===== src/rtl/sdmac_pkg.sv =====
// sdmac_pkg: shared types and constants for the SCSI peripheral port arbiter
package sdmac_pkg;
  typedef enum logic [1:0] {ST_IDLE, ST_SETUP, ST_STROBE, ST_HOLD} state_e;
  typedef enum logic {REQ_CPU, REQ_DMA} req_e;
  // chip selects packed as {_CSX1, _CSX0, _CSS}, active low
  localparam logic [2:0] CS_SCSI = 3'b110;
  localparam logic [2:0] CS_X0   = 3'b101;
  localparam logic [2:0] CS_X1   = 3'b011;
  localparam logic [2:0] CS_NONE = 3'b111;
  // byte address bits [6:4] of the 0x40 / 0x60 / 0x70 windows
  localparam logic [2:0] ADDR_SCSI = 3'b100;
  localparam logic [2:0] ADDR_X0   = 3'b110;
  localparam logic [2:0] ADDR_X1   = 3'b111;
  // 0x40-0x5F share _CSS, so only the top two bits are compared for it
  function automatic logic [2:0] decode_cs(input logic [2:0] a);
    return a[2:1] == ADDR_SCSI[2:1] ? CS_SCSI :
           a == ADDR_X0 ? CS_X0 :
           a == ADDR_X1 ? CS_X1 : CS_NONE;
  endfunction
endpackage


===== src/rtl/port_cycle_timer.sv =====
// port_cycle_timer: loadable 4-bit down-counter, done marks the last cycle of a phase
module port_cycle_timer (
  input  logic       clk_i,
  input  logic       rst_i,
  input  logic       ld_i,
  input  logic [3:0] val_i,
  output logic [3:0] cnt_o,
  output logic       done_o
);
  logic [3:0] cnt_q;
  // load on phase entry, then count down to one and stop at zero
  always_ff @(posedge clk_i) begin
    if (rst_i) cnt_q <= '0;
    else if (ld_i) cnt_q <= val_i;
    else if (cnt_q != 4'd0) cnt_q <= cnt_q - 4'd1;
  end
  assign cnt_o  = cnt_q;
  assign done_o = cnt_q == 4'd1;
endmodule


===== src/rtl/scsi_port_arbiter.sv =====
// scsi_port_arbiter: round-robin CPU/DMA sharing of the peripheral port with timed strobe cycles
module scsi_port_arbiter
  import sdmac_pkg::*;
#(
  parameter int SETUP_CYC  = 1,
  parameter int STROBE_CYC = 3,
  parameter int HOLD_CYC   = 1
) (
  input  logic        CLK,
  input  logic        RST,
  input  logic        CPU_REQ,
  input  logic        CPU_RW,
  input  logic [4:0]  CPU_ADDR,
  input  logic [15:0] CPU_WDATA,
  output logic        CPU_ACK,
  output logic [15:0] CPU_RDATA,
  input  logic        DMA_REQ,
  input  logic        DMA_RW,
  input  logic [15:0] DMA_WDATA,
  output logic        DMA_ACK,
  output logic [15:0] DMA_RDATA,
  output logic        _CSS,
  output logic        _CSX0,
  output logic        _CSX1,
  output logic        _IOR,
  output logic        _IOW,
  output logic [15:0] PD_OUT,
  output logic        PD_OE,
  input  logic [15:0] PD_IN
);
  state_e      state_q;
  req_e        last_q, who_q;
  logic        rw_q, ior_q, iow_q, pd_oe_q, cpu_ack_q, dma_ack_q;
  logic [2:0]  cs_q, cpu_cs;
  logic [15:0] pd_out_q, cpu_rdata_q, dma_rdata_q;
  logic        arb_ok, cpu_win, dma_win, tmr_ld, tmr_done;
  logic [3:0]  tmr_val, tmr_cnt;
  logic        unused_addr;
  assign unused_addr = ^CPU_ADDR[1:0];
  port_cycle_timer u_timer (
    .clk_i (CLK),
    .rst_i (RST),
    .ld_i  (tmr_ld),
    .val_i (tmr_val),
    .cnt_o (tmr_cnt),
    .done_o(tmr_done)
  );
  // arbitration is held off while an ACK is showing so IDLE lasts a full cycle
  always_comb begin
    arb_ok  = state_q == ST_IDLE && !cpu_ack_q && !dma_ack_q;
    cpu_cs  = decode_cs(CPU_ADDR[4:2]);
    cpu_win = arb_ok && CPU_REQ && (!DMA_REQ || last_q == REQ_DMA);
    dma_win = arb_ok && DMA_REQ && !cpu_win;
    tmr_ld  = (cpu_win && cpu_cs != CS_NONE) || dma_win ||
              (tmr_done && (state_q == ST_SETUP || state_q == ST_STROBE));
    tmr_val = state_q == ST_IDLE  ? 4'(SETUP_CYC) :
              state_q == ST_SETUP ? 4'(STROBE_CYC) : 4'(HOLD_CYC);
  end
  // cycle FSM; every pin is registered and set on the edge that enters its phase
  always_ff @(posedge CLK) begin
    if (RST) begin
      state_q     <= ST_IDLE;
      last_q      <= REQ_DMA;
      who_q       <= REQ_CPU;
      rw_q        <= 1'b0;
      cs_q        <= CS_NONE;
      ior_q       <= 1'b1;
      iow_q       <= 1'b1;
      pd_oe_q     <= 1'b0;
      pd_out_q    <= '0;
      cpu_ack_q   <= 1'b0;
      dma_ack_q   <= 1'b0;
      cpu_rdata_q <= '0;
      dma_rdata_q <= '0;
    end else begin
      cpu_ack_q <= 1'b0;
      dma_ack_q <= 1'b0;
      case (state_q)
        ST_IDLE: begin
          if (cpu_win) begin
            last_q <= REQ_CPU;
            if (cpu_cs == CS_NONE) begin
              cpu_ack_q   <= 1'b1;
              cpu_rdata_q <= '0;
            end else begin
              state_q <= ST_SETUP;
              who_q   <= REQ_CPU;
              rw_q    <= CPU_RW;
              cs_q    <= cpu_cs;
              pd_oe_q <= !CPU_RW;
              if (!CPU_RW) pd_out_q <= CPU_WDATA;
            end
          end else if (dma_win) begin
            last_q  <= REQ_DMA;
            state_q <= ST_SETUP;
            who_q   <= REQ_DMA;
            rw_q    <= DMA_RW;
            cs_q    <= CS_X0;
            pd_oe_q <= !DMA_RW;
            if (!DMA_RW) pd_out_q <= DMA_WDATA;
          end
        end
        ST_SETUP: begin
          if (tmr_done) begin
            state_q <= ST_STROBE;
            ior_q   <= !rw_q;
            iow_q   <= rw_q;
          end
        end
        ST_STROBE: begin
          if (tmr_done) begin
            state_q <= ST_HOLD;
            ior_q   <= 1'b1;
            iow_q   <= 1'b1;
            if (rw_q && who_q == REQ_CPU) cpu_rdata_q <= PD_IN;
            if (rw_q && who_q == REQ_DMA) dma_rdata_q <= PD_IN;
            if (HOLD_CYC == 1) begin
              cpu_ack_q <= who_q == REQ_CPU;
              dma_ack_q <= who_q == REQ_DMA;
            end
          end
        end
        ST_HOLD: begin
          if (tmr_done) begin
            state_q <= ST_IDLE;
            cs_q    <= CS_NONE;
            pd_oe_q <= 1'b0;
          end else if (tmr_cnt == 4'd2) begin
            cpu_ack_q <= who_q == REQ_CPU;
            dma_ack_q <= who_q == REQ_DMA;
          end
        end
      endcase
    end
  end
  assign {_CSX1, _CSX0, _CSS} = cs_q;
  assign _IOR      = ior_q;
  assign _IOW      = iow_q;
  assign PD_OE     = pd_oe_q;
  assign PD_OUT    = pd_out_q;
  assign CPU_ACK   = cpu_ack_q;
  assign DMA_ACK   = dma_ack_q;
  assign CPU_RDATA = cpu_rdata_q;
  assign DMA_RDATA = dma_rdata_q;
endmodule


===== config.mk =====
export PLATFORM = sky130hd
export DESIGN_NAME = scsi_port_arbiter
export DESIGN_NICKNAME = d
export VERILOG_FILES = /design/src/rtl/sdmac_pkg.sv /design/src/rtl/port_cycle_timer.sv /design/src/rtl/scsi_port_arbiter.sv
export SDC_FILE = /design/constraint.sdc
export NUM_CORES = 1
export LEC_CHECK = 0
export ABC_AREA = 1
export CAP_MARGIN = 20
export CELL_PAD_IN_SITES_DETAIL_PLACEMENT = 1
export CELL_PAD_IN_SITES_GLOBAL_PLACEMENT = 2
export CORE_UTILIZATION = 32
export CTS_BUF_LIST = sky130_fd_sc_hd__clkbuf_4 sky130_fd_sc_hd__clkbuf_8 sky130_fd_sc_hd__clkbuf_16
export CTS_CLUSTER_DIAMETER = 60
export DETAILED_ROUTE_END_ITERATION = 8
export DONT_BUFFER_PORTS = 1
export GPL_TIMING_DRIVEN = 0
export PLACE_DENSITY_LB_ADDON = 0.2
export SETUP_SLACK_MARGIN = 0.1
export SKIP_LAST_GASP = 1
export SYNTH_ARGS = -nofsm -noshare
export SYNTH_HDL_FRONTEND = slang
export SYNTH_SLANG_ARGS = --single-unit

===== constraint.sdc =====
create_clock -name CLK -period 2.2 [get_ports CLK]
set_input_delay 0.11 -clock CLK [delete_from_list [all_inputs] [get_ports CLK]]
set_output_delay 0.11 -clock CLK [all_outputs]
set_load 0.005 [all_outputs]

==> results_dict.tcl <==
set metrics [dict create \
    status "finished, final reports clean" \
    final_nets 592 \
    worst_slack_ns 0.288 \
    wl_per_cell_um 14.6 \
    fmax_mhz 523 \
    peakVddDrop_v 0.000388 \
    drive_above_1_share_pct 8.70 \
    r2r_start "state_q[0]" \
    path_cells "inv_1 > ha_1 > nand3_1 > nor2_2 > inv_2 > clkbuf_1 > nor2_1 > nor2_1" \
    r2r_setup_slack_ns 0.29 \
    timing.final.crit_share_pct 86.9 \
    die_w_um 101 \
    holdPathEnd "who_q" \
    cts_buffers 9 \
    synth_area_um2 3140 \
    drc 0 \
    die-area_um2 10200 \
    path_common_cell "nor2_1" \
    critical-path-slowest-cell "dfxtp_1" \
    first_pass_iters 4 \
    areaGrowthSynthToFinish_pct 25.2 \
    grt_pass1_wl_mm 15.5 \
    wl_mm 9.64 \
    core-area_um2 9370 \
    required_ns 2.45 \
    drtAntennaViolNets 0 \
    hp-start "DMA_REQ" \
    critPathKind "register to register" \
    htree_levels 3 \
    cap_violations 0 \
    relSlewSlack_pct 67.5 \
    total_power_uw 5270 \
    synth.avg_cell_area_um2 6.58 \
    tritoncts "done" \
    final_common_cell "nand2_1" \
    rsz0062_at_grt "no" \
    design.portCount 115 \
    start_util_pct 33.5 \
    cp_top_family "simple AND/OR/NAND/NOR gates" \
    seq_area_frac_synth_pct 41.4 \
    tns_ns 0 \
    post-cts-setup-buffer-count 0 \
    clk_latency_ns 0.36 \
    cp_slowest_stage_delay_ns 0.33 \
    p_leak_uw 0.00190 \
    drtIter0Drc 119 \
    viasPerCell 4.70 \
    hold_viol_final 0 \
    power.density_nw_per_um2 1340 \
    r2r_cells 8 \
    r2r-end "DMA_RDATA[5]" \
    grt_max_degree 13 \
    worst_slew_pin_slew_ns 0.487 \
    hold_path_class "input port to register" \
    ctsLongestPathBuffers 2 \
    ys_ff_latch 65 \
    ys.warnings.count 0 \
    cp-start-kind "register" \
    path_clk_slew_ns 0.07 \
    path_buf_inv 3 \
    holdPathStages 2 \
    numClockSinks 65 \
    skew_ns 0.0130 \
    antenna_found_initial 0 \
    ys_types 25 \
    vias 3090 \
    grt_pass1_vias 3174 \
    place.detailed.hpwl_mm 6.83 \
    critPathArrivalTime_ns 2.16 \
    port_buffers 0 \
    grt_overflow 0 \
    postSynthCellCount 478 \
    pre_cts_ws_ns 0.103 \
    setup-violations-final 0 \
    num_antenna_cells 0 \
    syn_nets 546 \
    dieHeight_um 101 \
    rows 35 \
    track_usage_pct 19.7 \
    end_kind "register" \
    drv_slew 0 \
    layout_min_cycle_time_ns 1.91 \
    layout_common_cells "nand2_1, nor2_1, dfxtp_1" \
    root_buffer "clkbuf_8" \
    place_congestion 0.817 \
    crit_fanout 10 \
]
## timing repair
action	4_1_cts	5_1_grt
resized for setup	1	5
hold endpoints to repair	39	0
endpoints found under the setup margin	1	34
hold buffers	35	0
## how the worst max path moves through the flow
stage | start | depth (start not counted) | endpoint
floorplan | state_q[0] | 12 | PD_OUT[6]
global placement | state_q[0] | 8 | cs_q[0]
detailed placement | state_q[0] | 8 | cs_q[0]
CTS | state_q[0] | 10 | CPU_RDATA[9]
global route | u_timer.cnt_o[1] | 8 | DMA_RDATA[5]
finish | state_q[0] | 8 | DMA_RDATA[5]
## state kept, by name, summed over array words and instances, names as in the netlist
register and count:
PD_OE 1, CPU_RDATA 16, DMA_RDATA 16, state_q 2, _IOW 1, who_q 1, u_timer.cnt_o 4, _IOR 1
CPU_ACK 1, cs_q 3, DMA_ACK 1, rw_q 1, PD_OUT 16, last_q 1
## where the power goes
group	internal (uW)	switching [uW]	total [uW]
registers	1510	280	1790
clock network	788	516	1300
logic	794	1380	2180
total	3090	2180	5270
## cells by family (layout without fill, tap and decap cells)
| logic type | count (synthesis) | count (layout) | share of synthesized area (%) |
|---|---|---|---|
| fa+ha+maj | 9 | 9 | 3.58 |
| compound gates | 51 | 51 | 8.40 |
| flops | 65 | 65 | 41.4 |
| xor+xnor | 3 | 3 | 0.836 |
| simple gates | 288 | 288 | 36.9 |
| buf+inv | 62 | 113 | 8.88 |
## layer usage
| metal | wire (um) | share of wire [%] | global-route usage, % |
|---|---|---|---|
| met1 | 4140 | 43 | 22.4 |
| met5 | 0 | 0 | 0 |
| met2 | 4600 | 48 | 34.7 |
| met3 | 731 | 7.6 | 5.76 |
| met4 | 160 | 1.7 | 7.58 |
## worst register-to-register path: cells and delay by family (launching register included)
| family | cells | cell delay (ns) |
|---|---|---|
| adders and majority gates | 1 | 0.26 |
| buffers and inverters | 3 | 0.53 |
| DFF | 1 | 0.33 |
| and+or+nand+nor | 4 | 0.68 |
## area by class of cell
type	count	area, um^2
Clock buffer	10	138
Multi-Input combinational cell	351	1590
Timing Repair Buffer	35	350
Tap cell	129	161
Inverter	40	150
Sequential cell	65	1300
Clock inverter	6	115
Fill cell	1241	5440
Buffer	22	129
## synthesized netlist by cell type (all sizes together)
master / instances / area (um^2)
or2: 1 / 6.26
dfxtp: 65 / 1300
nand2: 153 / 589
o22ai: 1 / 6.26
xor2: 1 / 8.76
clkbuf: 6 / 22.5
nor3: 2 / 10.0
nand4: 1 / 6.26
inv: 40 / 150
buf: 16 / 106
nand3: 33 / 170
o21ai: 24 / 120
a21oi: 23 / 115
o211ai: 3 / 22.5
xnor2: 2 / 17.5
ha: 9 / 113
nor2: 98 / 378
## per-stage QoR
stage	instance area, um^2	hold slack, ns	utilization, %	std cells
after global placement	3300	0.251	35.3	607
final	3930	0.00380	42.0	658
after floorplan	3140	0.245	-	478
after global routing	3930	0.00720	42.0	658
after detailed placement	3300	0.256	35.3	607
after CTS	3910	0.00166	41.7	658
(Power assumes the default switching activity.)
